`config.mk`:
```
export PLATFORM = sky130hd
export DESIGN_NAME = ps2_scancode_decoder
export DESIGN_NICKNAME = d
export VERILOG_FILES = /design/src/rtl/ps2_pkg.sv /design/src/rtl/ps2_scancode_decoder_fifo.sv /design/src/rtl/ps2_scancode_decoder.sv
export SDC_FILE = /design/constraint.sdc
export NUM_CORES = 1
export LEC_CHECK = 0
export ABC_AREA = 1
export ABC_CLOCK_PERIOD_IN_PS = 5800
export CORE_UTILIZATION = 35
export CTS_CLUSTER_DIAMETER = 50
export DETAILED_ROUTE_END_ITERATION = 10
export GPL_TIMING_DRIVEN = 0
export HOLD_SLACK_MARGIN = 0.1
export PLACE_DENSITY = 0.52
export REMOVE_ABC_BUFFERS = 1
export SYNTH_ARGS = -nofsm -noshare
export SYNTH_HDL_FRONTEND = slang
export SYNTH_SLANG_ARGS = --single-unit
```
`constraint.sdc`:
```
create_clock -name clk -period 5.8 [get_ports clk]
set_input_delay 1.16 -clock clk [delete_from_list [all_inputs] [get_ports clk]]
set_output_delay 1.16 -clock clk [all_outputs]
set_load 0.05 [all_outputs]
```
`src/rtl/ps2_pkg.sv`:
```
// Shared definitions for the PS/2 scan-code decoder: set-2 constants, event record,
// decoder state encoding and the US-layout ASCII translation.
package ps2_pkg;

    localparam logic [7:0] SC_E0     = 8'hE0;
    localparam logic [7:0] SC_F0     = 8'hF0;
    localparam logic [7:0] SC_E1     = 8'hE1;
    localparam logic [7:0] SC_LSHIFT = 8'h12;
    localparam logic [7:0] SC_RSHIFT = 8'h59;
    localparam logic [7:0] SC_CTRL   = 8'h14;
    localparam logic [7:0] SC_ALT    = 8'h11;
    localparam logic [7:0] SC_CAPS   = 8'h58;

    // Bytes following E1 that belong to the Pause key sequence
    localparam logic [2:0] PAUSE_SKIP = 3'd7;

    typedef struct packed {
        logic [7:0] code;
        logic       ext;
        logic       brk;
        logic [7:0] ascii;
    } ps2_event_t;

    localparam int unsigned EV_BITS = $bits(ps2_event_t);

    typedef enum logic [2:0] {
        ST_IDLE,
        ST_E0,
        ST_F0,
        ST_E0F0,
        ST_SKIP
    } ps2_state_t;

    // Keyboard status/response bytes that never start a key event
    function automatic logic ps2_is_ignored(input logic [7:0] code);
        case (code)
            8'h00, 8'hAA, 8'hFA, 8'hFC, 8'hFE, 8'hFF: return 1'b1;
            default:                                  return 1'b0;
        endcase
    endfunction

    // Alphabet position 1..26 of a letter key, 0 for anything else
    function automatic logic [4:0] ps2_letter_index(input logic [7:0] code);
        case (code)
            8'h1C: return 5'd1;  8'h32: return 5'd2;  8'h21: return 5'd3;
            8'h23: return 5'd4;  8'h24: return 5'd5;  8'h2B: return 5'd6;
            8'h34: return 5'd7;  8'h33: return 5'd8;  8'h43: return 5'd9;
            8'h3B: return 5'd10; 8'h42: return 5'd11; 8'h4B: return 5'd12;
            8'h3A: return 5'd13; 8'h31: return 5'd14; 8'h44: return 5'd15;
            8'h4D: return 5'd16; 8'h15: return 5'd17; 8'h2D: return 5'd18;
            8'h1B: return 5'd19; 8'h2C: return 5'd20; 8'h3C: return 5'd21;
            8'h2A: return 5'd22; 8'h1D: return 5'd23; 8'h22: return 5'd24;
            8'h35: return 5'd25; 8'h1A: return 5'd26;
            default: return 5'd0;
        endcase
    endfunction

    function automatic logic [7:0] ps2_to_ascii(input logic [7:0] code, input logic shift,
                                                input logic caps, input logic ctrl);
        logic [4:0] idx;
        logic [7:0] lo;
        logic [7:0] hi;
        idx = ps2_letter_index(code);
        lo  = '0;
        hi  = '0;
        case (code)
            8'h16: begin lo = 8'h31; hi = 8'h21; end
            8'h1E: begin lo = 8'h32; hi = 8'h40; end
            8'h26: begin lo = 8'h33; hi = 8'h23; end
            8'h25: begin lo = 8'h34; hi = 8'h24; end
            8'h2E: begin lo = 8'h35; hi = 8'h25; end
            8'h36: begin lo = 8'h36; hi = 8'h5E; end
            8'h3D: begin lo = 8'h37; hi = 8'h26; end
            8'h3E: begin lo = 8'h38; hi = 8'h2A; end
            8'h46: begin lo = 8'h39; hi = 8'h28; end
            8'h45: begin lo = 8'h30; hi = 8'h29; end
            8'h0E: begin lo = 8'h60; hi = 8'h7E; end
            8'h4E: begin lo = 8'h2D; hi = 8'h5F; end
            8'h55: begin lo = 8'h3D; hi = 8'h2B; end
            8'h54: begin lo = 8'h5B; hi = 8'h7B; end
            8'h5B: begin lo = 8'h5D; hi = 8'h7D; end
            8'h5D: begin lo = 8'h5C; hi = 8'h7C; end
            8'h4C: begin lo = 8'h3B; hi = 8'h3A; end
            8'h52: begin lo = 8'h27; hi = 8'h22; end
            8'h41: begin lo = 8'h2C; hi = 8'h3C; end
            8'h49: begin lo = 8'h2E; hi = 8'h3E; end
            8'h4A: begin lo = 8'h2F; hi = 8'h3F; end
            8'h29: begin lo = 8'h20; hi = 8'h20; end
            8'h5A: begin lo = 8'h0D; hi = 8'h0D; end
            8'h66: begin lo = 8'h08; hi = 8'h08; end
            8'h0D: begin lo = 8'h09; hi = 8'h09; end
            8'h76: begin lo = 8'h1B; hi = 8'h1B; end
            default: ;
        endcase
        if (idx != 5'd0) begin
            if (ctrl)
                return {3'b000, idx};
            else if (shift ^ caps)
                return 8'h40 + {3'b000, idx};
            else
                return 8'h60 + {3'b000, idx};
        end
        return shift ? hi : lo;
    endfunction

endpackage

```
`src/rtl/ps2_scancode_decoder_fifo.sv`:
```
// Show-ahead event FIFO (module ps2_event_fifo) used when PS2_EVENT_FIFO_EN is defined.
module ps2_event_fifo
    import ps2_pkg::*;
#(
    parameter int unsigned DEPTH = 4
) (
    input  logic               clk,
    input  logic               reset,
    input  logic               push,
    input  logic [EV_BITS-1:0] push_data,
    input  logic               pop,
    output logic [EV_BITS-1:0] pop_data,
    output logic               empty,
    output logic               overflow
);

    localparam int unsigned AW = (DEPTH > 1) ? $clog2(DEPTH) : 1;
    localparam logic [AW:0] FULL_CNT = (AW + 1)'(DEPTH);

    logic [EV_BITS-1:0] mem [DEPTH];
    logic [AW-1:0]      wr_ptr;
    logic [AW-1:0]      rd_ptr;
    logic [AW:0]        count;
    logic               full;
    logic               do_push;
    logic               do_pop;

    assign empty    = (count == '0);
    assign full     = (count == FULL_CNT);
    assign do_pop   = pop & ~empty;
    // A pop in the same cycle frees the slot, so a push into a full FIFO still lands
    assign do_push  = push & (~full | do_pop);
    assign pop_data = mem[rd_ptr];

    always_ff @(posedge clk or posedge reset) begin
        if (reset) begin
            wr_ptr   <= '0;
            rd_ptr   <= '0;
            count    <= '0;
            overflow <= 1'b0;
        end else begin
            if (do_push) wr_ptr <= wr_ptr + 1'b1;
            if (do_pop)  rd_ptr <= rd_ptr + 1'b1;
            count    <= count + {{AW{1'b0}}, do_push} - {{AW{1'b0}}, do_pop};
            overflow <= push & ~do_push;
        end
    end

    always_ff @(posedge clk) begin
        if (do_push) mem[wr_ptr] <= push_data;
    end

endmodule

```
`src/rtl/ps2_scancode_decoder.sv`:
```
// PS/2 set-2 byte stream to key events with modifier/Caps Lock tracking.
// Define PS2_EVENT_FIFO_EN to buffer events in a FIFO_DEPTH-entry FIFO.
module ps2_scancode_decoder
    import ps2_pkg::*;
#(
    parameter int unsigned FIFO_DEPTH = 4
) (
    input  logic       clk,
    input  logic       reset,
    input  logic       rx_done_tick,
    input  logic [7:0] rx_data,
    output logic       event_valid,
    input  logic       event_ready,
    output logic [7:0] event_code,
    output logic       event_ext,
    output logic       event_break,
    output logic [7:0] event_ascii,
    output logic       mod_shift,
    output logic       mod_ctrl,
    output logic       mod_alt,
    output logic       caps_lock,
    output logic       overflow
);

    if (FIFO_DEPTH < 2 || (FIFO_DEPTH & (FIFO_DEPTH - 1)) != 0) begin : g_bad_depth
        $error("FIFO_DEPTH must be a power of two and at least 2");
    end

    ps2_state_t state, state_next;
    logic [2:0] skip_cnt, skip_next;
    logic       emit;
    ps2_event_t dec_ev;
    ps2_event_t out_ev;

    logic lshift_held, rshift_held, lctrl_held, rctrl_held, lalt_held, ralt_held;
    logic caps_held;

    always_ff @(posedge clk or posedge reset) begin
        if (reset) begin
            state    <= ST_IDLE;
            skip_cnt <= '0;
        end else begin
            state    <= state_next;
            skip_cnt <= skip_next;
        end
    end

    always_comb begin
        state_next   = state;
        skip_next    = skip_cnt;
        emit         = 1'b0;
        dec_ev       = '0;
        dec_ev.code  = rx_data;
        if (rx_done_tick) begin
            case (state)
                ST_IDLE: begin
                    if (rx_data == SC_E0) begin
                        state_next = ST_E0;
                    end else if (rx_data == SC_F0) begin
                        state_next = ST_F0;
                    end else if (rx_data == SC_E1) begin
                        state_next = ST_SKIP;
                        skip_next  = PAUSE_SKIP;
                    end else if (!ps2_is_ignored(rx_data)) begin
                        emit = 1'b1;
                    end
                end
                ST_E0: begin
                    state_next = ST_IDLE;
                    if (rx_data == SC_F0) begin
                        state_next = ST_E0F0;
                    end else if (rx_data != SC_LSHIFT && rx_data != SC_RSHIFT) begin
                        emit       = 1'b1;
                        dec_ev.ext = 1'b1;
                    end
                end
                ST_F0: begin
                    state_next = ST_IDLE;
                    emit       = 1'b1;
                    dec_ev.brk = 1'b1;
                end
                ST_E0F0: begin
                    state_next = ST_IDLE;
                    if (rx_data != SC_LSHIFT && rx_data != SC_RSHIFT) begin
                        emit       = 1'b1;
                        dec_ev.ext = 1'b1;
                        dec_ev.brk = 1'b1;
                    end
                end
                ST_SKIP: begin
                    skip_next = skip_cnt - 3'd1;
                    if (skip_cnt <= 3'd1) begin
                        skip_next   = '0;
                        state_next  = ST_IDLE;
                        emit        = 1'b1;
                        dec_ev.code = SC_E1;
                        dec_ev.ext  = 1'b1;
                    end
                end
                default: state_next = ST_IDLE;
            endcase
        end
        // Uses modifier state as it was before this event touches it
        if (emit && !dec_ev.ext && !dec_ev.brk)
            dec_ev.ascii = ps2_to_ascii(dec_ev.code, mod_shift, caps_lock, mod_ctrl);
    end

    always_ff @(posedge clk or posedge reset) begin
        if (reset) begin
            lshift_held <= 1'b0;
            rshift_held <= 1'b0;
            lctrl_held  <= 1'b0;
            rctrl_held  <= 1'b0;
            lalt_held   <= 1'b0;
            ralt_held   <= 1'b0;
            caps_held   <= 1'b0;
            caps_lock   <= 1'b0;
        end else if (emit) begin
            case (dec_ev.code)
                SC_LSHIFT: if (!dec_ev.ext) lshift_held <= ~dec_ev.brk;
                SC_RSHIFT: if (!dec_ev.ext) rshift_held <= ~dec_ev.brk;
                SC_CTRL: begin
                    if (dec_ev.ext) rctrl_held <= ~dec_ev.brk;
                    else            lctrl_held <= ~dec_ev.brk;
                end
                SC_ALT: begin
                    if (dec_ev.ext) ralt_held <= ~dec_ev.brk;
                    else            lalt_held <= ~dec_ev.brk;
                end
                SC_CAPS: begin
                    if (!dec_ev.ext) begin
                        if (!dec_ev.brk && !caps_held) caps_lock <= ~caps_lock;
                        caps_held <= ~dec_ev.brk;
                    end
                end
                default: ;
            endcase
        end
    end

    assign mod_shift = lshift_held | rshift_held;
    assign mod_ctrl  = lctrl_held | rctrl_held;
    assign mod_alt   = lalt_held | ralt_held;

`ifdef PS2_EVENT_FIFO_EN
    ps2_event_t         stage_ev;
    logic               stage_push;
    logic [EV_BITS-1:0] fifo_data;
    logic               fifo_empty;

    always_ff @(posedge clk or posedge reset) begin
        if (reset) begin
            stage_ev   <= '0;
            stage_push <= 1'b0;
        end else begin
            stage_ev   <= dec_ev;
            stage_push <= emit;
        end
    end

    ps2_event_fifo #(
        .DEPTH(FIFO_DEPTH)
    ) u_fifo (
        .clk      (clk),
        .reset    (reset),
        .push     (stage_push),
        .push_data(stage_ev),
        .pop      (event_valid & event_ready),
        .pop_data (fifo_data),
        .empty    (fifo_empty),
        .overflow (overflow)
    );

    assign event_valid = ~fifo_empty;
    assign out_ev      = fifo_empty ? '0 : ps2_event_t'(fifo_data);
`else
    logic out_valid;

    always_ff @(posedge clk or posedge reset) begin
        if (reset) begin
            out_ev    <= '0;
            out_valid <= 1'b0;
            overflow  <= 1'b0;
        end else begin
            overflow <= 1'b0;
            if (emit) begin
                if (!out_valid || event_ready) begin
                    out_ev    <= dec_ev;
                    out_valid <= 1'b1;
                end else begin
                    overflow  <= 1'b1;
                end
            end else if (out_valid && event_ready) begin
                out_valid <= 1'b0;
            end
        end
    end

    assign event_valid = out_valid;
`endif

    assign event_code  = out_ev.code;
    assign event_ext   = out_ev.ext;
    assign event_break = out_ev.brk;
    assign event_ascii = out_ev.ascii;

endmodule

```
# Word level (Yosys, flattened, before mapping)
# Memory sizes are Yosys's and may differ from the RTL's.
# Cells that the tools add are included.
# totals
mem_bits_rw	0
out_inout_bits	24
mem_bits_ro	640
reg_bits	34
elab_cells	156
memories	1
latch_bits	0
in_bits	12
# memory_table
memory	depth	width	read_ports	rd_clocked_by_memory_dff	wr	line_no	source
(no name shown)	128	5	1	0	0	ps2_pkg.sv:44	case (code)
# op_classes
n_div	0
n_reduce_logical	28
addsub	3
n_lt_le_gt_ge	1
n_mux	49
n_mul	0
n_bitwise	7
shifts	0
n_eq_ne	51
# op_table
operator	count
$pmux W7 S26	2
$eq A8 B7 Y1 const B	17
$eq A8 B8 Y1 const B	8
$eq A8 B6 Y1 const B	7
$mux W8	7
$eq A8 B5 Y1 const B	5
$mux W3	8
$reduce_and A3 Y1	8
$mux W1	21
$add A7 B5 Y8 const A	2
$eq A8 B4 Y1 const B	2
$mux W10	1
$mux W5	2
$mux W9	1
$pmux W3 S3	1
$logic_not A8 Y1	1
$ne A2 B2 Y1 const B	4
$ne A8 B5 Y1 const B	1
$ne A8 B7 Y1 const B	1
$eq A3 B2 Y1 const B	2
$pmux W3 S2	1
$reduce_or A6 Y1	1
$logic_and A1 B1 Y1	5
$pmux W1 S5	1
20 further kinds	30

# Logic depth before layout (Yosys ltp)
# logic_depth
ltp_word	23
depth_mapped	23
ltp_nobuf	22

# Worst setup path before layout
# OpenSTA, ideal clock, no wires.
# synth_path
path_kind	input port to flip-flop
start	in rx_done_tick
end	reg out_ev, in the netlist event_ascii[5]
required_ps	5682
cell_stages	19
slack_ps	2933
setup_time_ps	118
n_path_buf	1
arrival_ps	2749
cell_sequence	nand3_2 buf_4 nand2_1 inv_1 ha_1 nand4_1 inv_1 nand2_1 nand2_1 inv_1 nand2_1 nor2_1 nand3_1 nand2_1 nand2_1 inv_1 nand2_1 nand3_1 nand2_1
# synth_lines
item	line_no	source
from (decl)	ps2_scancode_decoder.sv:10	input logic rx_done_tick,
to (signal assigned)	ps2_scancode_decoder.sv:188	out_ev <= dec_ev;
to (decl)	ps2_scancode_decoder.sv:33	ps2_event_t out_ev;

# Final worst setup path
# layout_path
start	in rx_done_tick
end	reg out_ev, in the netlist event_ascii[3]
# layout_between
elab_chain_cells	10
word_cells_on_any_way	49
cone_classes	2 x add/sub; 26 x eq/ne; 14 x mux; 6 x reduce/logical; 1 x memory
# layout_rtl
item	line_no	source
$mux W10	ps2_scancode_decoder.sv:54	if (rx_done_tick) begin
$mem_v2 Z128 W5	n/a	
$mux W5	ps2_pkg.sv:44	
$mux W5	ps2_scancode_decoder.sv:104	if (emit && !dec_ev.ext && !dec_ev.brk)
$add A7 B5 Y8 (on tied branches)	ps2_pkg.sv:101, ps2_pkg.sv:99	
$mux W8	ps2_pkg.sv:98	else if (shift ^ caps)
$mux W8	ps2_pkg.sv:96	if (ctrl)
$mux W8	ps2_pkg.sv:95	if (idx != 5'd0) begin
$mux W8	ps2_pkg.sv:103	return shift ? hi : lo;
$mux W8	ps2_scancode_decoder.sv:104	
# Several ways; a longest one is shown, not always the timed one. The select of a mux whose other input is x is not followed.
# A chain may end at the register's enable or synchronous reset.

==> results.md <==
- Status: complete, no violations
- Post-Route WL: 9220 um
- CP arrival: 4370 ps
- Max frequency: 239 MHz
- Worst Hold Class: reg2reg
- Slew headroom: 51.9%
- WS Path Type: in2reg
- Post-CTS setup buffer count: 0
- Post-route DRC: 0
- CP max FO: 29
- DR vias: roughly 3200
- Final worst-path cycle share: 72.1%
- DRT Pass-1 Iters: 5
- Max_cap viols: 0
- Gpl congestion: approximately 0.89
- Wire length per cell: 15.0 um
- Crit path time final: 4180 ps
- Clock buffer depth: 2
- Net count, final: 526
- Fillers: 920
- Hold Violations, Final: 0
- First-pass GRT wire length: approximately 15000 um
- TritonCTS clock tree: done
- Clk pin slew, worst setup/hold paths: 70 ps
- Hpwl dp: 7120 um
- Layout cells sized above 1: 11.7%
- Seq/Total Area, Yosys: 27.4%
- Top Ports: 36
- WHS: 481 ps
- # diodes: 0
- Top cells by area, synth: dfrtp_1 27%, nand2_1 18%, nand3_1 9.0%, nor2_1 6.6%, inv_1 5.7%
- Initial antenna violation count: 0
- Initial DRC Count: 195
- H-tree depth: 2
- CTS buffer count: 5
- Final clock skew: ~9.1 ps
- Power Total: 1.38 mW
- Cell Count, Final, Fillers Out: 616
- Count of pins over their slew limit: 0
- Synth Cell Area: 3010 um2
- Commonest cells after routing, fill and taps aside: 144 x nand2_1, 54 x nand3_1, 53 x nor2_1, 45 x inv_1, 34 x clkdlybuf4s50_1
- Vias in the first global route: 3019
- Post-CTS sizing: 0
- CP startpoint kind: input port
- Placed Instances: roughly 610
- Req. time, crit path: about 6000 ps
- Post-synthesis cell count: 480
- Die area: about 9000 um2
- Unrepaired setup endpoints after global routing: no
- Asr flop ratio synth: 100%
- Post-route cell area: 3510 um2
- Vias per cell: 5.26
- Die Span Y: around 95 um
- Area Overhead vs Synth: 16.5%
- Post-synth top area cell: dfrtp_1
- I/O Buffers: 34
- Die X: 94.7 um
- Pwr per Cell Area: 394 nW/um2
- Num rows: 33
- GR Util All Layers: 22.1%
- Maximum vdd drop: 0.000237 V
- Clock root buffer: clkbuf_8
- Mean Syn Cell Area: 6.27 um2
- Worst Tran Pin Value: between 700 and 800 ps
- CTS Sinks: 33
- YS warnings: 0
- Area share of the largest cell type after synthesis: 27.4%
- Final setup fails: 0
- EDFF count, synth: 0
- Post-synthesis register bit count: 33
- Placed instance area: 3390 um2
- LEAKAGE: about 1.8 nW
- Synth Flop Type: dfrtp_1
- Yosys cell types: 43
- Worst skew pair latency: 300 ps
- Final setup TNS: 0 ps
- Grt total ovfl: 0
- Leading cell type in the layout, fill and taps excluded: nand2_1
- Worst setup EP type: register
- Post-route antenna net violation count: 0
- Largest net degree at the start of global routing: 34
- CTS Hold Bufs: 0
- Initial core utilization: 36.4%
- Core area: 8260 um2
## metal layers
metal | track usage [%] | routed length (um) | up-vias
met5 | 0 | 0 | -
met4 | 7.95 | 238 | 0
met3 | 2.42 | 318 | 18
met2 | 35.2 | 4160 | 92
met1 | 30.7 | 4500 | 1510
li1 | - | - | 1623
## synthesized netlist by cell type, types with 2 or more instances
library cell  instances
a21oi_1              16
a31oi_1               4
buf_2                 2
buf_4                 4
buf_6                 4
dfrtp_1              33
ha_1                  4
inv_1                46
inv_2                14
nand2_1             144
nand2_2               8
nand2_4               2
nand3_1              54
nand3_2               5
nand3b_1              2
nand4_1              10
nand4_2               2
nor2_1               53
nor2_2                6
nor2_4                3
nor3_1                3
nor3_2                4
o21a_1                2
o21ai_0              20
o21ai_1              13
o22ai_1               2
o31ai_1               2
or2_2                 3
## sequential cells by signal, indices dropped and copies added, names as in the netlist
register,flops
skip_cnt,3
rshift_held,1
state,3
event_ascii,7
event_ext,1
lalt_held,1
overflow,1
ralt_held,1
event_valid,1
rctrl_held,1
lshift_held,1
caps_held,1
lctrl_held,1
caps_lock,1
event_code,8
event_break,1
## metrics by stage
stage | worst slack (ps) | utilization, %
floorplan | 2590 | -
global placement | 1280 | 41.1
detailed placement | 1390 | 41.1
CTS | 1700 | 42.5
global route | 1360 | 42.5
finish | 1620 | 42.5
## where the power goes
part / leakage (nW) / switching (mW) / total [mW] / internal [mW]
Clock: 0.0543 / 0.104 / 0.232 / 0.129
Combinational: 1.32 / 0.544 / 0.787 / 0.243
Sequential: 0.414 / 0.0468 / 0.362 / 0.315
## critical path, stage by stage
cell	delay [ps]
clkdlybuf4s50_1	530
nand3_2	560
nand2_1	370
inv_1	70
ha_1	280
nand4_1	190
inv_1	180
nand3_1	200
o211ai_1	160
nor2_1	150
nand2_1	70
a21oi_1	180
nand3_1	110
nand3_1	100
nand2_1	50
## worst paths after layout
check / slack [ps] / endpoint / from / cells after the start
min in group asynchronous: 1290 / event_break / reset / 2
max reg2reg: 2190 / event_ascii[3] / skip_cnt[1] / 18
max in group asynchronous: 4060 / rshift_held / reset / 2
min reg2reg: 480 / event_ascii[0] / event_ascii[0] / 2
min: 480 / event_ascii[0] / event_ascii[0] / 2
max: 1620 / event_ascii[3] / rx_done_tick / 15
## final cells by class
| cell class | count | area, um2 | area share [%] |
|---|---|---|---|
| clock inverters | 3 | 46.3 | 1.32 |
| repair buffers | 34 | 340 | 9.70 |
| flip-flops and latches | 33 | 826 | 23.5 |
| inverters | 61 | 229 | 6.53 |
| multi-input cells | 375 | 1870 | 53.2 |
| well taps | 105 | 131 | 3.75 |
| clock buffers | 5 | 68.8 | 1.96 |
## cells by family after synthesis
family          count (synthesis)  share of synthesized area (%)
xor+xnor                        2                          0.582
simple gates                  301                           46.8
fa+ha+maj                       4                           1.66
other cells                     1                          0.125
flops                          33                           27.4
compound gates                 67                           12.8
buf+inv                        72                           10.6
(Power assumes the default switching activity.)
